$ cat src/rtl/wb_pkg.sv
// Shared definitions for the IICMB Wishbone responder: register addresses,
// register layouts, command codes, FSM states and the latency helper.
package wb_pkg;

  localparam int CSR_ADDR  = 0;
  localparam int DPR_ADDR  = 1;
  localparam int CMDR_ADDR = 2;
  localparam int FSMR_ADDR = 3;

  // Wide enough for the longest Wait (255 * WAIT_SCALE) at sane scales.
  localparam int CNT_W = 16;

  typedef enum logic [2:0] {
    CMD_WAIT     = 3'b000,
    CMD_WRITE    = 3'b001,
    CMD_READ_ACK = 3'b010,
    CMD_READ_NAK = 3'b011,
    CMD_START    = 3'b100,
    CMD_STOP     = 3'b101,
    CMD_SET_BUS  = 3'b110,
    CMD_RSVD     = 3'b111
  } cmd_e;

  typedef enum logic [1:0] {
    ST_IDLE = 2'd0,
    ST_EXEC = 2'd1,
    ST_DONE = 2'd2
  } resp_state_e;

  typedef struct packed {
    logic       e;
    logic       ie;
    logic       bb;
    logic       bc;
    logic [3:0] bus_id;
  } csr_s;

  typedef union packed {
    csr_s       f;
    logic [7:0] raw;
  } csr_u;

  typedef struct packed {
    logic don;
    logic nak;
    logic al;
    logic err;
    logic r;
    cmd_e cmd;
  } cmdr_s;

  typedef union packed {
    cmdr_s      f;
    logic [7:0] raw;
  } cmdr_u;

  // Completion outcome; exactly one bit is set when a command finishes.
  typedef struct packed {
    logic don;
    logic nak;
    logic err;
  } status_s;

  // Execution length minus one, as loaded into the EXEC down-counter.
  function automatic logic [CNT_W-1:0] cmd_latency_m1(input cmd_e       cmd,
                                                      input logic [7:0] dpr,
                                                      input int         cmd_latency,
                                                      input int         wait_scale);
    int lat;
    lat = (cmd == CMD_WAIT) ? int'(dpr) * wait_scale : cmd_latency;
    if (lat < 1) lat = 1;
    return CNT_W'(lat - 1);
  endfunction

endpackage

$ cat src/rtl/iicmb_cmd_exec.sv
// Abstract byte-command engine: IDLE -> EXEC -> DONE FSM, latency counter,
// receive counter, bus-captured/bus-busy flags and the completion outcome.
module iicmb_cmd_exec
  import wb_pkg::*;
#(
  parameter int         NUM_BUSES   = 16,
  parameter logic [6:0] SLAVE_ADDR  = 7'h22,
  parameter int         CMD_LATENCY = 4,
  parameter int         WAIT_SCALE  = 8
) (
  input  logic        clk_i,
  input  logic        rst_i,
  input  logic        start,
  input  logic        abort,
  input  cmd_e        cmd,
  input  logic [7:0]  dpr,
  output resp_state_e state,
  output logic        bc,
  output logic        bb,
  output logic        done,
  output status_s     status,
  output logic        rx_we,
  output logic [7:0]  rx_data,
  output logic        bus_we,
  output logic [3:0]  bus_id
);

  resp_state_e      state_q, state_d;
  logic [CNT_W-1:0] cnt_q, cnt_d;
  cmd_e             cmd_q;
  logic [7:0]       dpr_q;
  logic             bc_q, bb_q, first_q;
  logic [7:0]       rx_cnt_q;

  // Next-state and latency counter control.
  always_comb begin
    // NOTE: every output of a combinational block gets a default first, so
    // no path through the case leaves it unassigned and infers a latch.
    state_d = state_q;
    cnt_d   = cnt_q;
    case (state_q)
      ST_IDLE: begin
        if (start) begin
          state_d = ST_EXEC;
          cnt_d   = cmd_latency_m1(cmd, dpr, CMD_LATENCY, WAIT_SCALE);
        end
      end
      ST_EXEC: begin
        if (cnt_q == '0) state_d = ST_DONE;
        else             cnt_d   = cnt_q - 1'b1;
      end
      ST_DONE: state_d = ST_IDLE;
      default: state_d = ST_IDLE;
    endcase
    // Clearing E wins over anything in flight.
    if (abort) state_d = ST_IDLE;
  end

  // State register; command and operand are captured when a command starts.
  always_ff @(posedge clk_i or posedge rst_i) begin
    if (rst_i) begin
      state_q <= ST_IDLE;
      cnt_q   <= '0;
      cmd_q   <= CMD_WAIT;
      dpr_q   <= '0;
    end else begin
      // NOTE: sequential state uses non-blocking assignments so every
      // register samples pre-edge values regardless of statement order.
      state_q <= state_d;
      cnt_q   <= cnt_d;
      if (start) begin
        cmd_q <= cmd;
        dpr_q <= dpr;
      end
    end
  end

  assign done = (state_q == ST_DONE) && !abort;

  // Outcome of the captured command, evaluated against current bus flags.
  always_comb begin
    status = '0;
    rx_we  = 1'b0;
    bus_we = 1'b0;
    case (cmd_q)
      CMD_WRITE: begin
        if (!bc_q)                                    status.err = 1'b1;
        else if (first_q && dpr_q[7:1] != SLAVE_ADDR) status.nak = 1'b1;
        else                                          status.don = 1'b1;
      end
      CMD_READ_ACK, CMD_READ_NAK: begin
        if (!bc_q) status.err = 1'b1;
        else begin
          status.don = 1'b1;
          rx_we      = done;
        end
      end
      CMD_START, CMD_STOP, CMD_WAIT: status.don = 1'b1;
      CMD_SET_BUS: begin
        if (int'(dpr_q) < NUM_BUSES) begin
          status.don = 1'b1;
          bus_we     = done;
        end else begin
          status.err = 1'b1;
        end
      end
      default: status.err = 1'b1;
    endcase
  end

  // Bus flags, address-phase tracking and receive counter update on DONE.
  always_ff @(posedge clk_i or posedge rst_i) begin
    if (rst_i) begin
      bc_q     <= 1'b0;
      bb_q     <= 1'b0;
      first_q  <= 1'b0;
      rx_cnt_q <= '0;
    end else if (done) begin
      case (cmd_q)
        CMD_START: begin
          bc_q     <= 1'b1;
          bb_q     <= 1'b1;
          first_q  <= 1'b1;
          rx_cnt_q <= '0;
        end
        CMD_STOP: begin
          bc_q    <= 1'b0;
          bb_q    <= 1'b0;
          first_q <= 1'b0;
        end
        CMD_WRITE:                  first_q <= 1'b0;
        CMD_READ_ACK, CMD_READ_NAK: if (bc_q) rx_cnt_q <= rx_cnt_q + 1'b1;
        default: ;
      endcase
    end
  end

  assign state   = state_q;
  assign bc      = bc_q;
  assign bb      = bb_q;
  assign rx_data = rx_cnt_q;
  assign bus_id  = dpr_q[3:0];

endmodule

$ cat src/rtl/iicmb_wb_responder.sv
// IICMB register block on the Wishbone slave side: bus decode, CSR/DPR/CMDR
// storage and the level completion interrupt. Command execution lives in
// iicmb_cmd_exec. Define IICMB_WB_RESP_FSMR_EN to expose the read-only FSMR
// at address 3; otherwise address 3 reads 0.
module iicmb_wb_responder
  import wb_pkg::*;
#(
  parameter int         ADDR_WIDTH  = 2,
  parameter int         DATA_WIDTH  = 8,
  parameter int         NUM_BUSES   = 16,
  parameter logic [6:0] SLAVE_ADDR  = 7'h22,
  parameter int         CMD_LATENCY = 4,
  parameter int         WAIT_SCALE  = 8
) (
  input  logic                  clk_i,
  input  logic                  rst_i,
  input  logic                  cyc_i,
  input  logic                  stb_i,
  input  logic                  we_i,
  input  logic [ADDR_WIDTH-1:0] adr_i,
  input  logic [DATA_WIDTH-1:0] dat_i,
  output logic                  ack_o,
  output logic [DATA_WIDTH-1:0] dat_o,
  output logic                  irq_o
);

  logic       accept, wr, rd;
  logic       sel_csr, sel_dpr, sel_cmdr;
  logic [7:0] wdata;

  logic       e_q, ie_q, irq_q;
  logic [7:0] dpr_q;
  logic [3:0] bus_id_q;
  cmd_e       cmd_q;
  status_s    st_q;

  resp_state_e ex_state;
  logic        ex_bc, ex_bb, ex_done, ex_rx_we, ex_bus_we, busy;
  logic        cmd_start, abort;
  status_s     ex_status;
  logic [7:0]  ex_rx_data;
  logic [3:0]  ex_bus_id;

  csr_u       csr_view;
  cmdr_u      cmdr_view;
  logic [7:0] rd_data;

  // A new request is taken only while ack_o is low, so held requests are
  // acknowledged every other cycle.
  assign accept   = cyc_i && stb_i && !ack_o;
  assign wr       = accept && we_i;
  assign rd       = accept && !we_i;
  assign sel_csr  = (adr_i == ADDR_WIDTH'(CSR_ADDR));
  assign sel_dpr  = (adr_i == ADDR_WIDTH'(DPR_ADDR));
  assign sel_cmdr = (adr_i == ADDR_WIDTH'(CMDR_ADDR));
  assign wdata    = dat_i[7:0];

  assign busy      = (ex_state != ST_IDLE);
  assign cmd_start = wr && sel_cmdr && e_q && !busy;
  assign abort     = wr && sel_csr && !wdata[7];

  iicmb_cmd_exec #(
    .NUM_BUSES   (NUM_BUSES),
    .SLAVE_ADDR  (SLAVE_ADDR),
    .CMD_LATENCY (CMD_LATENCY),
    .WAIT_SCALE  (WAIT_SCALE)
  ) u_exec (
    .clk_i   (clk_i),
    .rst_i   (rst_i),
    .start   (cmd_start),
    .abort   (abort),
    .cmd     (cmd_e'(wdata[2:0])),
    .dpr     (dpr_q),
    .state   (ex_state),
    .bc      (ex_bc),
    .bb      (ex_bb),
    .done    (ex_done),
    .status  (ex_status),
    .rx_we   (ex_rx_we),
    .rx_data (ex_rx_data),
    .bus_we  (ex_bus_we),
    .bus_id  (ex_bus_id)
  );

  assign csr_view.f  = csr_s'{e: e_q, ie: ie_q, bb: ex_bb, bc: ex_bc, bus_id: bus_id_q};
  assign cmdr_view.f = cmdr_s'{don: st_q.don, nak: st_q.nak, al: 1'b0,
                               err: st_q.err, r: 1'b0, cmd: cmd_q};

  // Register read multiplexer; unmapped addresses read as zero.
  always_comb begin
    rd_data = '0;
    if (sel_csr)       rd_data = csr_view.raw;
    else if (sel_dpr)  rd_data = dpr_q;
    else if (sel_cmdr) rd_data = cmdr_view.raw;
`ifdef IICMB_WB_RESP_FSMR_EN
    else if (adr_i == ADDR_WIDTH'(FSMR_ADDR)) rd_data = {4'b0000, ex_state, ex_bc, busy};
`else
    else if (adr_i == ADDR_WIDTH'(FSMR_ADDR)) rd_data = '0;
`endif
  end

  // Wishbone response: one-cycle ack, read data held only while acked.
  always_ff @(posedge clk_i or posedge rst_i) begin
    if (rst_i) begin
      ack_o <= 1'b0;
      dat_o <= '0;
    end else begin
      ack_o <= accept;
      dat_o <= rd ? DATA_WIDTH'(rd_data) : '0;
    end
  end

  // Register storage, completion status and interrupt.
  always_ff @(posedge clk_i or posedge rst_i) begin
    if (rst_i) begin
      e_q      <= 1'b0;
      ie_q     <= 1'b0;
      dpr_q    <= '0;
      bus_id_q <= '0;
      cmd_q    <= CMD_WAIT;
      st_q     <= status_s'{don: 1'b1, nak: 1'b0, err: 1'b0};
      irq_q    <= 1'b0;
    end else begin
      if (wr && sel_csr) begin
        e_q  <= wdata[7];
        ie_q <= wdata[6];
      end
      if (ex_done) begin
        st_q <= ex_status;
        if (ex_rx_we)  dpr_q    <= ex_rx_data;
        if (ex_bus_we) bus_id_q <= ex_bus_id;
      end
      if (wr && sel_dpr) dpr_q <= wdata;
      if (cmd_start) begin
        cmd_q <= cmd_e'(wdata[2:0]);
        st_q  <= '0;
      end
      // Completion wins over a CMDR read in the same cycle.
      if (ex_done && ie_q)    irq_q <= 1'b1;
      else if (rd && sel_cmdr) irq_q <= 1'b0;
    end
  end

  assign irq_o = irq_q;

endmodule
$ cat config.mk
export PLATFORM = sky130hd
export DESIGN_NAME = iicmb_wb_responder
export DESIGN_NICKNAME = d
export VERILOG_FILES = /design/src/rtl/wb_pkg.sv /design/src/rtl/iicmb_cmd_exec.sv /design/src/rtl/iicmb_wb_responder.sv
export SDC_FILE = /design/constraint.sdc
export NUM_CORES = 1
export LEC_CHECK = 0
export CAP_MARGIN = 15
export CORE_UTILIZATION = 53
export DETAILED_ROUTE_END_ITERATION = 10
export PLACE_DENSITY = 0.73
export SLEW_MARGIN = 25
export SYNTH_ARGS = -nofsm -noshare
export SYNTH_HDL_FRONTEND = slang
export SYNTH_SLANG_ARGS = --single-unit
$ cat constraint.sdc
create_clock -name clk_i -period 2.2 [get_ports clk_i]
set_input_delay 0.22 -clock clk_i [delete_from_list [all_inputs] [get_ports clk_i]]
set_output_delay 0.22 -clock clk_i [all_outputs]
set_load 0.02 [all_outputs]
==> summary.md, run 1 <==
| Metric | Value |
|---|---|
| Status | finished clean |
| Post-Route Utilization | 0.6663 |
| Drt total wl | 8057 um |
| Mapped Area | 3436 um^2 |
| DIE AREA | between 6000 and 7000 um^2 |
| Initial antenna violation count | 0 |
| Post-synth EDFFs | 0 |
| Power Dens Cells | about 1000 nW/um^2 |
| Mean post-synth cell area | 9.465 um^2 |
| Std cell rows | 28 |
| Die width | a little over 80 um |
| Fill cell count | 499 |
| Net count, final | about 420 |
| DR WL/cell | about 17 um |
| Dpl cells | 464 |
| Clock Root Buffer | clkbuf_8 |
| Num CTS Buffers | 9 |
| Cells along the critical path | or4_1 -> nor4_4 -> o21a_2 -> o21ai_0 |
| Initial DRC Count | about 210 |
| Share of power burned in registers | 0.445 |
| Worst-Margin Slew | around 0.50 ns |
| Gate power share | 0.331 |
| Core footprint | ~6100 um^2 |
| Worst vdd ir | slightly below 0.0006 V |
| DRC | 0 |
| Final Cycle Share | 0.9333 |
| WP data arrival | ~2.3 ns |
| Slowest cell on crit path | or4_1 |
| First-pass GRT wire length | 13280 um |
| RePlAce Congestion | between 0.8 and 0.9 |
| Mapped Cells | around 360 |
| Max-slew violation count | 0 |
| Crit-path leading delay family | simple AND/OR/NAND/NOR gates |
| Critical path's largest stage delay | a little over 0.6 ns |
| Syn Nets | 380 |
| Final hold violations | 0 |
| I/O pin count | 25 |
| Most used flip-flop cell after synthesis | dfrtp_1 |
| Total power draw | approximately 4.2 mW |
| Vias | about 2900 |
| Final min period | 2.053 ns |
| Crit path kind | reg2reg |
| Seq. cell area | between 1500 and 2000 um^2 |
| Remaining Overflow, GRT | 0 |
| CP Max Fanout | 9 |
| Gr usage total | 0.2670 |
| Int Power | approximately 2.6 mW |
| Pleak | between 1.5 and 2 nW |
| CTS Hold Bufs | 0 |
| Die Y | 82.52 um |
| Synth async-reset ratio | 1.000 |
| Hold WS | between 0.1 and 0.15 ns |
| Required time of the critical path | approximately 2.4 ns |
| Non-Filler Instances | between 400 and 500 |
| Clock share of power | 0.224 |
| Hold WC Path Type | in2async |
| Max transition margin | 0.6661 |
| Post-route cell area | just over 4000 um^2 |
| Post-Route Setup TNS | 0 ns |
| Clk slew on worst S/H paths | approximately 0.070 ns |
| Seq/Total Area, Yosys | 0.4811 |
| Switching pwr | between 1.5 and 2 mW |
| Layout cells sized above 1 | 0.1695 |
| Vias in the first global route | 2723 |
| Multi-input combinational cell area | ~1700 um^2 |
| CP bufs+invs | 0 |
| Final ANT Viol Nets | 0 |
| Buffers added on ports | 24 |
| Fin worst setup slack | 0.1468 ns |
| Maxcap violations | 0 |
| Clk buf depth | 2 |
| Ys Warns | 0 |
| DPL Wire Length | about 5700 um |
| Area post-placement | 3852 um^2 |
| Clk_skew | 0.006221 ns |
| First-pass detailed-route iteration total | 5 |
| Clk_lat worst skew | around 0.34 ns |
| CP startpoint kind | flop |
| ANT cells | 0 |
| Fmax | between 400 and 500 MHz |
| # setup viols final | 0 |
| Largest net degree at the start of global routing | 54 |
| Post-place setup slack | roughly 0.07 ns |
| H-tree depth | 3 |
| Layout area overhead | 18.21% |
| Initial Utilization | 0.5636 |
| TritonCTS clock tree | yes |
| Switching Share | 0.3733 |
| Via density | approximately 6.0 |
| Distinct cells, synth | 56 |
| Synth Register Bits | between 60 and 70 |
| Setup crit end kind | flop |
| Clock Sinks | 66 |
| RSZ-0062 raised after global routing | no |
-- final cells by class --
class	instances	share of cell area
multi-input cells	272	0.4147
repair buffers	47	0.1047
flip-flops and latches	66	0.4070
well taps	75	0.02311
clock inverters	2	0.002465
inverters	6	0.005545
clock buffers	14	0.04251
-- registers in the layout, summed over array words and instances, names as in the netlist, 2 cells and up --
register,count
bus_id_q,4
cmdr_view,3
dat_o,8
dpr_q,8
u_exec.cmd_q,3
u_exec.cnt_q,16
u_exec.dpr_q,8
u_exec.rx_data,8
u_exec.state,2
-- repair_timing --
action                     CTS  global route
setup endpoints to repair    0            11
resized for setup            0             2
buffers inserted             0             1
-- power groups by stage --
stage	logic, mW	registers (mW)	clock network (mW)
after floorplan	0.986	1.80	0
after global placement	1.32	1.87	0
after detailed placement	1.35	1.89	0
after CTS	1.36	1.87	0.967
after global routing	1.55	1.92	1.02
final	1.40	1.88	0.943
-- routing by layer --
| layer | vias to the layer above | share of wire | track usage |
|---|---|---|---|
| met5 | - | 0 | 0 |
| li1 | 1391 | - | - |
| met3 | 10 | 0.052 | 0.04286 |
| met4 | 0 | 0.015 | 0.1017 |
| met2 | 82 | 0.47 | 0.4190 |
| met1 | 1390 | 0.47 | 0.3708 |
-- worst reg2reg max path: stages, from the launching register on --
cell     delay, ns
dfrtp_1       0.44
or4_1         0.62
nor4_4        0.43
o21a_2        0.30
o21ai_0       0.13
-- cells by family after synthesis --
family                     count (synthesis)  share of synthesized area
adders and majority gates                  2                   0.007282
DFF                                       66                     0.4811
buffers and inverters                     26                    0.03423
AOI/OAI and AO/OA                         84                     0.1537
xor gates and xnor gates                   8                    0.02039
muxes                                     25                    0.07902
and+or+nand+nor                          152                     0.2243
-- cells in the final DEF (no fill, tap or decap), types with 12 or more instances in the layout --
master	netlist	final
dfrtp_1	65	65
nor2_1	45	45
o21ai_0	24	24
clkbuf_8	0	12
buf_4	0	22
nand2_1	38	38
clkdlybuf4s50_1	0	24
mux2_2	17	17
nor3_1	14	14
a21oi_1	22	22
-- cells in the mapped netlist, drive strengths merged, types with 3 or more instances --
| master | count | area (um^2) |
|---|---|---|
| nand3 | 8 | 40.04 |
| xor2 | 3 | 26.28 |
| a21oi | 23 | 118.9 |
| dfrtp | 65 | 1627 |
| inv | 6 | 22.52 |
| or3 | 6 | 37.54 |
| a31oi | 8 | 50.05 |
| nor2b | 5 | 31.28 |
| a22o | 3 | 26.28 |
| clkbuf | 17 | 65.06 |
| o21ai | 26 | 130.1 |
| or4 | 5 | 37.54 |
| nor4 | 8 | 65.06 |
| a211oi | 3 | 27.52 |
| nor2 | 46 | 175.2 |
| buf | 3 | 30.02 |
| xnor2 | 5 | 43.79 |
| a21o | 4 | 30.03 |
| o21a | 3 | 30.02 |
| nand2b | 5 | 31.28 |
| nor3 | 16 | 90.09 |
| mux2 | 17 | 191.4 |
| nand2 | 38 | 142.6 |
| mux2i | 8 | 80.08 |
-- path summary, 6_finish.rpt --
path | startpoint | to | slack [ns] | cells after the start
worst max-delay path | u_exec.cnt_q[12] | u_exec.cnt_q[8] | 0.15 | 4
worst min-delay path | rst_i | u_exec.cnt_q[15] | 0.14 | 2
worst max register to register | u_exec.cnt_q[12] | u_exec.cnt_q[8] | 0.15 | 4
worst min register to register | cmdr_view[7] | cmdr_view[7] | 0.47 | 2
max in group asynchronous | rst_i | cmdr_view[7] | 1.44 | 3
min in group clk_i | dat_i[4] | dpr_q[4] | 0.45 | 3
No activity file was read; power rests on OpenSTA's default activity.
==> run 2, diff against run 1 <==
--- a/config.mk
+++ b/config.mk
@@ -8,6 +8,7 @@
 export CAP_MARGIN = 15
 export CORE_UTILIZATION = 53
 export DETAILED_ROUTE_END_ITERATION = 10
+export GPL_TIMING_DRIVEN = 0
 export PLACE_DENSITY = 0.73
 export SLEW_MARGIN = 25
 export SYNTH_ARGS = -nofsm -noshare
==> run 2 against run 1 <==
  * Total power increased by 6.2%
  * Hold slack about the same
  * Global-route usage increased by 0.93 points
  * Via count increased by 2.4%
  * Clock power increased by 21%
  * Cell count increased by 2.1%
==> summary.md, run 2 (synthesis gave the netlist of run 1 again) <==
| Metric | Value |
|---|---|
| Status | finished clean |
| RePlAce Congestion | 0.8584 (-1.9%) |
| Remaining Overflow, GRT | 0 (unchanged) |
| Hold WC Path Type | in2async |
| Drt total wl | 8478 um (+5.2%) |
| RR Endpoint | u_exec.cnt_q[1] |
| H-tree depth | 3 (unchanged) |
| Clk slew on worst S/H paths | 0.07 ns (about the same) |
| Power Dens Cells | 1075 nW/um^2 (+3.6%) |
| Final hold violations | 0 (unchanged) |
| Largest net degree at the start of global routing | 55 (+1.9%) |
| Vias | 2943 (+2.4%) |
| Fill cell count | 489 (-2.0%) |
| Buffers added on ports | 24 (unchanged) |
| DPL Wire Length | 5657 um (-1.6%) |
| Total power draw | 4.476 mW (+6.2%) |
| Stages on worst setup path | 9 (+5) |
| R2R depth | 9 (+5) |
| Std cell rows | 28 (unchanged) |
| DIE AREA | 6809 um^2 (unchanged) |
| Final min period | 2.182 ns (+0.1289 ns) |
| Layout area overhead | 21.12% |
| Clock Sinks | 66 (unchanged) |
| Slowest cell on crit path | or4b_4 |
| Net count, final | 429 (+2.4%) |
| Non-Filler Instances | 492 (+2.1%) |
| Initial antenna violation count | 0 (unchanged) |
| Clk_skew | 0.007909 ns (+0.001688 ns) |
| I/O pin count | 25 (unchanged) |
| RSZ-0062 raised after global routing | yes |
| Critical Path Sink | u_exec.cnt_q[1] |
| ANT cells | 0 (unchanged) |
| FF-to-FF Start | u_exec.cnt_q[1] |
| Metal1 wirelength | 4147 um (+10%) |
| WP data arrival | 2.46 ns (+0.20 ns) |
| First-pass detailed-route iteration total | 5 (unchanged) |
| Crit path kind | reg2reg |
| First-pass GRT wire length | 13710 um (+3.3%) |
| R2r setup slk | 0.02 ns (-0.13 ns) |
| CP bufs+invs | 3 (+3) |
| Clk_lat worst skew | 0.35 ns (about the same) |
| Via density | 5.982 (+0.35%) |
| Gr usage total | 0.2763 (+0.009329) |
| Max reg flops | 16 (unchanged) |
| WL met3 | 475 um (+14%) |
| Vias in the first global route | 2756 (+1.2%) |
| Worst vdd ir | 0.0005890 V (-0.40%) |
| Biggest register | u_exec.cnt_q |
| Final Cycle Share | 0.9919 (+0.05861) |
| Commonest non-fill, non-tap cell in the layout | dfrtp_1 |
| Fmax | 458.3 MHz (-5.9%) |
| Hold WS | 0.1410 ns (+0.0004330 ns) |
| TritonCTS clock tree | yes |
| Dpl cells | 463 (-0.22%) |
| CP startpoint kind | flop |
| Crit-path leading delay family | simple AND/OR/NAND/NOR gates |
| Num CTS Buffers | 9 (unchanged) |
| Clock Root Buffer | clkbuf_8 |
| Max-slew violation count | 0 (unchanged) |
| Commonest non-fill, non-tap cells in the layout | 65 x dfrtp_1, 45 x nor2_1, 38 x nand2_1 |
| Core footprint | 6096 um^2 (unchanged) |
| Maxcap violations | 0 (unchanged) |
| CP Max Fanout | 6 (-3) |
| Required time of the critical path | 2.48 ns (+0.07 ns) |
| Initial Utilization | 0.5636 (unchanged) |
| Max transition margin | 0.4612 (-0.2049) |
| Layout cells sized above 1 | 0.1655 (-0.004066) |
| Area post-placement | 3800 um^2 (-1.4%) |
| CP Launch Point | u_exec.cnt_q[1] |
| Pleak | 1.811 nW (+0.26%) |
| Die Y | 82.52 um (unchanged) |
| Final ANT Viol Nets | 0 (unchanged) |
| Post-route cell area | 4161 um^2 (+2.5%) |
| Initial DRC Count | 248 (+16%) |
| Critical path's largest stage delay | 0.52 ns (-0.09 ns) |
| DRC | 0 (unchanged) |
| Cells along the critical path | inv_2 -> ha_4 -> or4b_4 -> nor4_4 -> buf_4 -> o21a_4 -> clkbuf_16 -> nor2_2 -> a21oi_2 |
| Clk buf depth | 2 (unchanged) |
| # setup viols final | 0 (unchanged) |
| Worst-Margin Slew | 0.8021 ns (+0.3024 ns) |
| Die width | 82.52 um (unchanged) |
| DR WL/cell | 17.23 um (+3.1%) |
| Setup crit end kind | flop |
| DR WL met2 | 3661 um (-2.3%) |
| Max layer used | met4 |
| Post-Route Utilization | 0.6827 (+0.01642) |
## run 2: worst min-delay path by stage
stage	start	end	slack, ns	cells after the start
after floorplan	stb_i	ack_o	0.34	2
after global placement	cmdr_view[7]	cmdr_view[7]	0.45	2
after detailed placement	cmdr_view[7]	cmdr_view[7]	0.46	2
after CTS	rst_i	u_exec.cnt_q[6]	0.15	2
after global routing	rst_i	u_exec.cnt_q[10]	0.17	2
final	rst_i	u_exec.cnt_q[10]	0.14	2
## run 2: per-layer routing
layer	vias to the layer above	global-route usage
met1	1412	0.4089
met2	99	0.3950
li1	1411	-
met3	21	0.05714
met5	-	0
met4	0	0.1069
## run 2: per-stage QoR
stage	TNS, ns	worst slack [ns]
after detailed placement	-8.964	-0.4031
after floorplan	0	0.1983
after global routing	-0.1400	-0.06812
after global placement	-59.62	-0.7949
after CTS	0	0.002148
final	0	0.01789
## run 2: cell type report
type | instances | area, um^2 | area share
buffer | 19 | 92.59 | 0.02225
tap | 75 | 93.84 | 0.02255
multi-input combinational | 272 | 1697 | 0.4077
inverter | 6 | 25.02 | 0.006013
sequential | 66 | 1653 | 0.3972
clock inverter | 7 | 93.84 | 0.02255
clock buffer | 9 | 123.9 | 0.02977
timing repair buffer | 38 | 382.9 | 0.09200
## run 2: where the power goes
part | total [mW] | internal (mW) | switching (mW)
logic | 1.44 | 0.627 | 0.811
clock network | 1.14 | 0.635 | 0.507
registers | 1.89 | 1.53 | 0.360
## run 2: timing repair
action                                  in CTS  in global routing
endpoints found under the setup margin      20                 22
hold buffers                                 0                  0
gates cloned                                 0                  2
pin swaps                                    2                  3
resized for setup                            0                  8
setup buffers                                2                 10
